<file path="src/rtl/id_ex_fwd_stage.sv">
// id_ex_fwd_stage: ID/EX pipeline register with EX operand-forwarding selects and load-use hazard detection
module id_ex_fwd_stage #(
  parameter int XLEN   = 64,
  parameter int REG_AW = 5
) (
  input  logic              clk,
  input  logic              rst_n,
  input  logic              stall,
  input  logic              flush,
  input  logic              id_valid,
  input  logic [XLEN-1:0]   id_pc,
  input  logic [REG_AW-1:0] id_rs1,
  input  logic [REG_AW-1:0] id_rs2,
  input  logic [REG_AW-1:0] id_rd,
  input  logic [XLEN-1:0]   id_rs1_data,
  input  logic [XLEN-1:0]   id_rs2_data,
  input  logic [XLEN-1:0]   id_imm,
  input  logic              id_reg_write,
  input  logic              id_mem_read,
  input  logic              id_use_pc,
  input  logic              id_use_imm,
  input  logic [REG_AW-1:0] exmem_rd,
  input  logic              exmem_reg_write,
  input  logic [REG_AW-1:0] memwb_rd,
  input  logic              memwb_reg_write,
  output logic              ex_valid,
  output logic [XLEN-1:0]   ex_pc,
  output logic [XLEN-1:0]   ex_imm,
  output logic [XLEN-1:0]   ex_rs1_data,
  output logic [XLEN-1:0]   ex_rs2_data,
  output logic [REG_AW-1:0] ex_rs1,
  output logic [REG_AW-1:0] ex_rs2,
  output logic [REG_AW-1:0] ex_rd,
  output logic              ex_reg_write,
  output logic              ex_mem_read,
  output logic [1:0]        fwd_a_sel,
  output logic [1:0]        fwd_b_sel,
  output logic              load_use_hazard
);
  typedef struct packed {
    logic              valid;
    logic              reg_write;
    logic              mem_read;
    logic              use_pc;
    logic              use_imm;
    logic [XLEN-1:0]   pc;
    logic [XLEN-1:0]   imm;
    logic [XLEN-1:0]   rs1_data;
    logic [XLEN-1:0]   rs2_data;
    logic [REG_AW-1:0] rs1;
    logic [REG_AW-1:0] rs2;
    logic [REG_AW-1:0] rd;
  } ex_t;
  ex_t st_d, st_q;
  logic exmem_a, exmem_b, memwb_a, memwb_b;
  always_comb
    st_d = flush ? '0 : stall ? st_q : '{
      valid:     id_valid,
      reg_write: id_reg_write & id_valid,
      mem_read:  id_mem_read & id_valid,
      use_pc:    id_use_pc,
      use_imm:   id_use_imm,
      pc:        id_pc,
      imm:       id_imm,
      rs1_data:  id_rs1_data,
      rs2_data:  id_rs2_data,
      rs1:       id_rs1,
      rs2:       id_rs2,
      rd:        id_rd
    };
  always_ff @(posedge clk or negedge rst_n)
    if (!rst_n) st_q <= '0;
    else st_q <= st_d;
  assign ex_valid     = st_q.valid;
  assign ex_pc        = st_q.pc;
  assign ex_imm       = st_q.imm;
  assign ex_rs1_data  = st_q.rs1_data;
  assign ex_rs2_data  = st_q.rs2_data;
  assign ex_rs1       = st_q.rs1;
  assign ex_rs2       = st_q.rs2;
  assign ex_rd        = st_q.rd;
  assign ex_reg_write = st_q.reg_write;
  assign ex_mem_read  = st_q.mem_read;
  always_comb begin
    exmem_a   = exmem_reg_write && exmem_rd != '0 && exmem_rd == st_q.rs1;
    exmem_b   = exmem_reg_write && exmem_rd != '0 && exmem_rd == st_q.rs2;
    memwb_a   = memwb_reg_write && memwb_rd != '0 && memwb_rd == st_q.rs1;
    memwb_b   = memwb_reg_write && memwb_rd != '0 && memwb_rd == st_q.rs2;
    fwd_a_sel = !st_q.valid ? 2'b00 : st_q.use_pc  ? 2'b11 : exmem_a ? 2'b10 : memwb_a ? 2'b01 : 2'b00;
    fwd_b_sel = !st_q.valid ? 2'b00 : st_q.use_imm ? 2'b11 : exmem_b ? 2'b10 : memwb_b ? 2'b01 : 2'b00;
    load_use_hazard = st_q.valid && st_q.mem_read && st_q.rd != '0 && id_valid &&
                      (st_q.rd == id_rs1 || st_q.rd == id_rs2);
  end
endmodule

</file>
<file path="config.mk">
export PLATFORM = sky130hd
export DESIGN_NAME = id_ex_fwd_stage
export DESIGN_NICKNAME = d
export VERILOG_FILES = /design/src/rtl/id_ex_fwd_stage.sv
export SDC_FILE = /design/constraint.sdc
export NUM_CORES = 1
export LEC_CHECK = 0
export ABC_AREA = 1
export BUFFER_PORTS_ARGS = -buffer_cell sky130_fd_sc_hd__buf_4
export CORE_AREA = 2 2 222 224
export CTS_CLUSTER_SIZE = 12
export DETAILED_ROUTE_END_ITERATION = 7
export DIE_AREA = 0 0 224 226
export PLACE_DENSITY = 0.48
export SLEW_MARGIN = 25
export SYNTH_ARGS = -nofsm -noshare
export SYNTH_HDL_FRONTEND = slang
export SYNTH_SLANG_ARGS = --single-unit
</file>
<file path="constraint.sdc">
create_clock -name clk -period 2.1 [get_ports clk]
set_input_delay 0.21 -clock clk [delete_from_list [all_inputs] [get_ports clk]]
set_output_delay 0.21 -clock clk [all_outputs]
set_load 0.1 [all_outputs]
</file>
==> results of run 1 <==
==> critical path: stages (launching register included) <==
cell and delay (ns):
dfrtp_1 0.40, inv_1 0.08, nand2_1 0.06, nand2_1 0.06
nor2_2 0.11, nand3_1 0.09, nor2_1 0.09, nand2_1 0.07
a21oi_2 0.19, buf_12 0.20
==> metrics by stage <==
step / std cells / area, um^2
floorplan: 1566 / 13400
global placement: 2421 / 16400
detailed placement: 2421 / 16400
CTS: 2765 / 20400
global route: 2774 / 20500
finish: 2776 / 20500
==> cells by family (layout without fill, tap and decap cells) <==
logic type	Yosys count	count (layout)	share of synthesized area, %
AOI/OAI and AO/OA	23	23	0.890
xor gates and xnor gates	17	17	1.12
buffers and inverters	386	972	19.4
DFF	276	276	51.7
other	0	2	0
and+or+nand+nor	864	864	26.9
==> power breakdown <==
part / total (W) / internal (W) / switching [W] / leakage, nW
registers: 0.00581 / 0.00562 / 0.000187 / 3.67
logic: 0.00455 / 0.00132 / 0.00324 / 6.79
clock network: 0.00612 / 0.00378 / 0.00234 / 0.578
==> area by class of cell <==
| cell class | count | area [um^2] | area share [%] |
|---|---|---|---|
| antenna | 2 | 5.00 | 0.0244 |
| clock buffer | 54 | 1080 | 5.27 |
| clock inverter | 8 | 96.3 | 0.470 |
| inverter | 26 | 105 | 0.513 |
| multi-input combinational | 904 | 3910 | 19.1 |
| sequential | 276 | 6910 | 33.7 |
| tap | 622 | 778 | 3.80 |
| timing repair buffer | 884 | 7620 | 37.2 |
==> final timing paths <==
path	slack (ns)	from	depth (start not counted)	to
setup / recovery	0.007	ex_rs2[0]	9	fwd_b_sel[0]
hold / removal	0.12	stall	3	ex_imm[16]
hold reg to reg	0.51	ex_imm[37]	2	ex_imm[37]
min in group asynchronous	0.24	rst_n	2	ex_rs1_data[52]
setup reg to reg	1.14	ex_valid	2	ex_valid
max in group asynchronous	1.22	rst_n	3	ex_rd[2]
==> metal layers <==
layer	global-route usage, %	part of all wire (%)	vias up
met4	5.48	2.6	18
li1	-	-	5810
met1	22.3	40	5791
met5	0	0.24	-
met2	31.3	50	425
met3	5.62	7.2	94
==> flip-flops by register name, indices dropped and copies added (netlist names) <==
signal	cells
ex_imm	64
ex_mem_read	1
ex_valid	1
ex_reg_write	1
ex_pc	64
st_q	2
ex_rd	5
ex_rs2	5
ex_rs1_data	64
ex_rs2_data	64
ex_rs1	5
==> placed cells by master, fill, tap and decap left out, drive strengths merged, types with 8 or more instances in the layout <==
master	count
clkbuf	55
nand2	576
xor2	9
inv	26
dlygate4sd3	279
buf	604
dfrtp	276
nand3	271
o21ai	12
a21oi	8
nor2	13
xnor2	8
==> repair_timing <==
| item | CTS | global route |
|---|---|---|
| gates resized for setup | 17 | 9 |
| endpoints found under the hold margin | 320 | 0 |
| setup buffers | 3 | 9 |
| pin swaps | 4 | 15 |
| endpoints found under the setup margin | 5 | 5 |
| hold buffers | 279 | 0 |
==> results.py, run 1 <==
metrics = {
    "outcome": {
        "status": "completed",
    },
    "synthesis": {
        "ys_seq_elements": 276,
        "yosys.area.top_type_share_pct": 51.7,
        "synth_common_cells": "nand2_1 (576), buf_4 (283), dfrtp_1 (276), nand3_1 (271), buf_2 (59)",
        "synth.net_count": 1858,
        "syn_avg_cell_area_um2": 8.53,
        "synth_cell_type_count": 16,
        "synth_cells": 1566,
        "syn-cell-area_mm2": 0.0134,
        "synth-edff-count": 0,
        "synth_top_area_cell": "dfrtp_1",
        "seq_area_frac_synth_pct": 51.7,
        "synthMostInstantiatedCell": "nand2_1",
        "ys_warn_count": 0,
        "async_reset_ff_share_pct": 100,
        "synth.area.top_cells": "dfrtp_1 (52%), nand2_1 (16%), buf_4 (16%)",
        "synthFlopType": "dfrtp_1",
    },
    "clock_network": {
        "clk_latency_ns": 0.53,
        "cts_root_buf": "clkbuf_16",
        "tritoncts": "yes",
        "clkTransAtPathRegs_ns": 0.06,
        "cts_buffers": 36,
        "cts_buffer_depth": 3,
        "cts.sinks": 276,
        "h-tree-depth": 2,
    },
    "place": {
        "post-dp-hpwl_um": 32900,
        "place.gp.congestion": 0.801,
        "place_ws_ns": 0.379,
        "port_buffers": 570,
    },
    "grt": {
        "grt_pass1_vias": 12500,
        "overflow": 0,
        "grt_pass1_wl_um": 72700,
        "grt_max_degree": 112,
        "antenna_found_initial": 11,
        "grt_usage_pct": 18.4,
    },
    "routing": {
        "antenna_left": 0,
        "first_pass_iters": 4,
        "wl_per_cell_um": 17.2,
        "routed_wl_um": 47700,
        "vias_per_cell": 4.37,
        "drc": 0,
        "vias": 12100,
        "drt_iter0_markers": 608,
    },
    "final_layout": {
        "area_delta_synth_final_pct": 53.6,
        "n_fill_cell": 4753,
        "final_layout_size_suffix_gt1_share_pct": 31.5,
        "nets": 2420,
        "utilization_pct": 42.4,
    },
    "timing": {
        "setup-tns-final_ns": 0,
        "fin_crit_ns": 2.09,
        "worstMarginPinSlew_ns": 0.625,
        "rsz0062_at_grt": "true",
        "setup_viol": 0,
        "drv_slew": 0,
        "holdWs_ns": 0.118,
        "clock_skew_ns": 0,
        "hold_violations": 0,
        "finalCritPeriodShare_pct": 99.7,
        "relSlewSlack_pct": 58.3,
        "max_freq_ghz": 0.478,
        "fin_ws_ns": 0.00683,
    },
    "die": {
        "die_w_um": 224,
        "die_area_mm2": 0.0506,
        "die_y_um": 226,
        "start_util_pct": 27.6,
        "placementRows": 81,
        "ios": 571,
        "core_area_mm2": 0.0483,
    },
    "pwr": {
        "p_per_area_mw_per_mm2": 804,
        "peakVddDrop_mv": 0.431,
        "p_leak_nw": 11.0,
        "finalPower_w": 0.0165,
    },
    "setup_path": {
        "cp-end-kind": "output pin",
        "crit_fanout": 4,
        "start_kind": "flop",
        "setup.worst_path.class": "reg2out",
        "critPathArrivalTime_ns": 1.88,
        "cp.required_ns": 1.89,
    },
    "job": {
        "drv_cap": 0,
    },
    "min_path": {
        "hold_path_class": "in2reg",
    },
}
Note: power is estimated with default switching activity, not from simulation.
==> run 2, diff against run 1 <==
CELL_PAD_IN_SITES_DETAIL_PLACEMENT = 1   (was unset)
CELL_PAD_IN_SITES_GLOBAL_PLACEMENT = 1   (was unset)
CORE_AREA = 2 2 224 226   (was 2 2 222 224)
DIE_AREA = 0 0 226 228   (was 0 0 224 226)
PLACE_DENSITY = unset   (was 0.48)
PLACE_DENSITY_LB_ADDON = 0.25   (was unset)
clock period = 2.55 ns   (was 2.1 ns; I/O delays follow)
==> run 2 against run 1 <==
  * Count of clock-buffer cells in the layout rose by 3
  * Worst setup slack improved by 0.28 ns
  * Flip-flop and latch count unchanged
  * Core utilization is 1.4 points lower
  * Final cell count increased by 1.2%
  * Die area grew 1.8%
  * Global-route usage rose by 0.94 points
  * Clock power fell by 16%
  * Critical path type unchanged
  * Largest power group unchanged
  * Highest routed layer unchanged
==> results.py, run 2 (synthesis results as in run 1) <==
metrics = {
    "place": {
        "place.gp.congestion": 0.821,
        "dp.cells": 2464,
        "port_buffers": 570,
        "post-dp-hpwl_um": 32600,
        "placed_area_mm2": 0.0162,
    },
    "min_path": {
        "hold_path_class": "in2reg",
    },
    "timing": {
        "rsz0062_at_grt": "false",
        "hold_violations": 0,
        "drv_slew": 0,
        "worstMarginPinSlew_ns": 0.924,
        "clock_skew_ns": 0,
        "setup_viol": 0,
        "relSlewSlack_pct": 38.4,
        "setup-tns-final_ns": 0,
        "fin_crit_ns": 2.26,
        "max_freq_ghz": 0.442,
        "finalCritPeriodShare_pct": 88.7,
    },
    "clock_network": {
        "postCtsSetupBuffers": 0,
        "clkTransAtPathRegs_ns": 0.06,
        "cts_buffers": 36,
        "cts_buffer_depth": 3,
        "clk_latency_ns": 0.52,
        "cts_root_buf": "clkbuf_16",
        "tritoncts": "yes",
        "cts.sinks": 276,
        "h-tree-depth": 2,
        "cts-resized-gates": 0,
    },
    "final_layout": {
        "utilization_pct": 41.0,
        "fin_cells": 2810,
        "area_delta_synth_final_pct": 51.6,
        "final_layout_size_suffix_gt1_share_pct": 30.3,
        "nets": 2400,
        "final_common_cell": "nand2_1",
        "layout_common_cells": "nand2_1 (576), buf_4 (575), dlygate4sd3_1 (278)",
        "fin_area_mm2": 0.0202,
    },
    "pwr": {
        "p_leak_nw": 10.9,
        "finalPower_w": 0.0136,
        "p_per_area_mw_per_mm2": 674,
        "peakVddDrop_mv": 0.371,
    },
    "routing": {
        "wl_per_cell_um": 17.9,
        "first_pass_iters": 6,
        "drt_iter0_markers": 619,
        "routed_wl_um": 50400,
        "vias": 12200,
        "drc": 0,
        "vias_per_cell": 4.36,
        "antenna_left": 0,
    },
    "die": {
        "start_util_pct": 27.1,
        "placementRows": 82,
        "ios": 571,
        "core_area_mm2": 0.0493,
        "die_w_um": 226,
        "die_y_um": 228,
        "die_area_mm2": 0.0515,
    },
    "setup_path": {
        "cpLargestDelayFamily": "simple AND/OR/NAND/NOR gates",
        "crit_chain": "inv_1 > nand2_1 > nand2_1 > nor2_1 > nand3_1 > nor2_1 > nand2_1 > a21oi_1 > buf_4",
        "crit_path_frequent_cell": "nand2_1",
        "slowest_delay_ns": 0.39,
        "crit_buf_inv": 2,
        "crit_fanout": 4,
        "cp-end-kind": "output pin",
        "cpMaxStageDelayCell": "dfrtp_1",
        "critPathArrivalTime_ns": 2.01,
        "cp.required_ns": 2.30,
        "start_kind": "flop",
        "setup.worst_path.class": "reg2out",
    },
    "grt": {
        "grt_pass1_wl_um": 78700,
        "antenna_found_initial": 6,
        "grt_pass1_vias": 13800,
        "grt_max_degree": 158,
        "grt_usage_pct": 19.3,
        "overflow": 0,
    },
    "outcome": {
        "status": "completed",
    },
    "job": {
        "drv_cap": 0,
    },
}
run 2: cell types whose count changed in the layout (fill, tap and decap cells not counted), sizes merged:
| cell | previous run | this run |
|---|---|---|
| buf | 604 | 585 |
| bufinv | 2 | 1 |
| clkbuf | 55 | 58 |
| clkinv | 5 | 6 |
| clkinvlp | 1 | 0 |
| diode | 2 | 4 |
| dlygate4sd3 | 279 | 278 |
run 2: per-stage QoR:
stage          setup WS (ns)  hold slack [ns]
2_1_floorplan         -0.348          -0.0406
3_3_place_gp           0.886            0.201
3_5_place_dp           0.834            0.201
4_1_cts                0.240           0.0319
5_1_grt               0.0272           0.0704
6_report               0.288           0.0818
run 2: worst paths after layout:
path,startpoint,to,slack (ns),cells after the start
min in group asynchronous,rst_n,ex_pc[10],0.24,2
hold reg to reg,ex_pc[21],ex_pc[21],0.51,2
setup / recovery,ex_rs2[0],fwd_b_sel[0],0.29,9
max in group asynchronous,rst_n,ex_pc[46],1.52,3
setup reg to reg,ex_valid,ex_valid,1.68,2
hold / removal,id_rs1[1],ex_rs1[1],0.08,3
run 2: where the power goes:
group	total, W	switching (W)	internal [W]
Clock	0.00513	0.00199	0.00313
Combinational	0.00372	0.00267	0.00104
Sequential	0.00478	0.000158	0.00463
Total	0.0136	0.00483	0.00880
run 2: repair_timing:
action,CTS,global route
endpoints found under the hold margin,315,0
endpoints found under the setup margin,0,0
hold buffers,278,0
run 2: layout make-up:
class | instances | area, um^2
Multi-Input combinational cell | 904 | 3870
Antenna cell | 4 | 10.0
Timing Repair Buffer | 864 | 7310
Clock inverter | 7 | 63.8
Inverter | 26 | 105
Sequential cell | 276 | 6910
Fill cell | 5710 | 29100
Clock buffer | 57 | 1130
Tap cell | 672 | 841
run 2: layer usage:
layer | part of all wire [%] | global-route usage (%)
met1 | 39 | 22.2
met2 | 49 | 32.7
met3 | 8.2 | 6.53
met4 | 3.8 | 7.93
met5 | 0.052 | 0
run 2: worst register-to-register path: stages, from the launching register on:
cell and delay, ns:
dfrtp_1 0.42, inv_1 0.19, o21ai_0 0.12
==> run 3, diff against run 2 <==
MAX_ROUTING_LAYER = met4   (was unset)
==> run 3 against run 2 <==
  * Worst hold slack about the same
  * Non-clock buffer count unchanged
  * Sequential share of layout area barely moved
  * Clock power is essentially flat
  * Core utilization is essentially flat
  * Sequential power is essentially flat
==> results.py, run 3 (synthesis results as in run 1) <==
metrics = {
    "place": {
        "post-dp-hpwl_um": 32600,
        "port_buffers": 570,
        "place.gp.congestion": 0.833,
        "place_ws_ns": 0.834,
        "dp.cells": 2464,
    },
    "grt": {
        "grt_usage_pct": 19.9,
        "overflow": 0,
        "grt_max_degree": 158,
        "antenna_found_initial": 6,
        "grt_pass1_wl_um": 78400,
        "grt_pass1_vias": 13800,
    },
    "timing": {
        "rsz0062_at_grt": "false",
        "drv_slew": 0,
        "max_freq_ghz": 0.442,
        "fin_ws_ns": 0.288,
        "worstMarginPinSlew_ns": 0.916,
        "fin_crit_ns": 2.26,
        "hold_violations": 0,
        "relSlewSlack_pct": 38.9,
        "finalCritPeriodShare_pct": 88.7,
        "setup_viol": 0,
        "clock_skew_ns": 0,
    },
    "setup_path": {
        "cp.required_ns": 2.30,
        "cp-end-kind": "output pin",
        "setup.worst_path.class": "reg2out",
        "critPathArrivalTime_ns": 2.01,
        "start_kind": "flop",
        "crit_fanout": 4,
    },
    "routing": {
        "drc": 0,
        "antenna_left": 0,
        "routed_wl_um": 50300,
        "drt_iter0_markers": 590,
        "vias": 12300,
        "first_pass_iters": 4,
        "vias_per_cell": 4.37,
        "wl_per_cell_um": 17.9,
    },
    "clock_network": {
        "tritoncts": "yes",
        "h-tree-depth": 2,
        "cts_hold_buf": 278,
        "cts_buffers": 36,
        "clk_latency_ns": 0.52,
        "cts_buffer_depth": 3,
        "cts_root_buf": "clkbuf_16",
        "clkTransAtPathRegs_ns": 0.06,
        "cts.sinks": 276,
        "postCtsSetupBuffers": 0,
        "cts-resized-gates": 0,
    },
    "final_layout": {
        "seq_area_mm2": 0.00691,
        "nets": 2400,
        "fin_cells": 2812,
        "n_fill_cell": 5710,
        "final_layout_size_suffix_gt1_share_pct": 30.3,
        "multiInputGateArea_mm2": 0.00387,
        "layout_common_cells": "nand2_1 (576), buf_4 (575), dlygate4sd3_1 (278)",
        "area_delta_synth_final_pct": 51.6,
        "final_common_cell": "nand2_1",
    },
    "die": {
        "start_util_pct": 27.1,
        "die_w_um": 226,
        "placementRows": 82,
        "die_y_um": 228,
        "ios": 571,
        "core_area_mm2": 0.0493,
        "die_area_mm2": 0.0515,
    },
    "pwr": {
        "p_per_area_mw_per_mm2": 674,
        "p_leak_nw": 10.9,
        "peakVddDrop_mv": 0.370,
    },
    "min_path": {
        "hold_path_class": "in2reg",
    },
    "outcome": {
        "status": "completed",
    },
    "job": {
        "drv_cap": 0,
    },
}
==> run 3: cell count changes in the layout (fill, tap and decap cells not counted) <==
cell,change
diode_2,+2
==> run 3: final timing paths <==
path | start | to | slack (ns) | cells after the start
hold reg to reg | ex_pc[21] | ex_pc[21] | 0.51 | 2
max in group asynchronous | rst_n | ex_pc[46] | 1.52 | 3
setup reg to reg | ex_valid | ex_valid | 1.69 | 2
min in group asynchronous | rst_n | ex_pc[10] | 0.24 | 2
setup / recovery | ex_rs2[0] | fwd_b_sel[0] | 0.29 | 9
hold / removal | id_rs1[1] | ex_rs1[1] | 0.08 | 3
==> run 3: critical path, cell delays in order (launching register included) <==
cell and delay (ns):
dfrtp_1 0.39, inv_1 0.07, nand2_1 0.06, nand2_1 0.05, nor2_1 0.16, nand3_1 0.10
nor2_1 0.11, nand2_1 0.07, a21oi_1 0.14, buf_4 0.32
==> run 3: power by group <==
group | switching (W) | leakage [nW] | internal [W]
clock | 0.00200 | 0.596 | 0.00313
sequential | 0.000158 | 3.67 | 0.00463
combinational | 0.00267 | 6.64 | 0.00104
==> run 3: area by class of cell <==
class,instances,share of cell area [%]
Sequential cell,276,34.1
Tap cell,672,4.15
Inverter,26,0.519
Clock inverter,7,0.315
Clock buffer,57,5.59
Timing Repair Buffer,864,36.1
Multi-Input combinational cell,904,19.1
Antenna cell,6,0.0742
==> run 3: through the flow <==
step / utilization (%) / power (W) / hold WS [ns] / instance area, um^2 / TNS (ns)
after global routing: 41.0 / 0.0142 / 0.0704 / 20200 / 0
after floorplan: - / 0.00747 / -0.0406 / 13400 / -1.39
after CTS: 41.0 / 0.0138 / 0.0319 / 20200 / 0
after global placement: 32.9 / 0.00819 / 0.201 / 16200 / 0
after detailed placement: 32.9 / 0.00822 / 0.201 / 16200 / 0
final: 41.0 / 0.0136 / 0.0822 / 20200 / 0
==> run 3: per-layer routing <==
metal  GRT usage, %  routed length, um
met3           5.90               3840
met1           22.4              20000
met2           32.8              24500
met5              -                  0
met4           7.99               1960
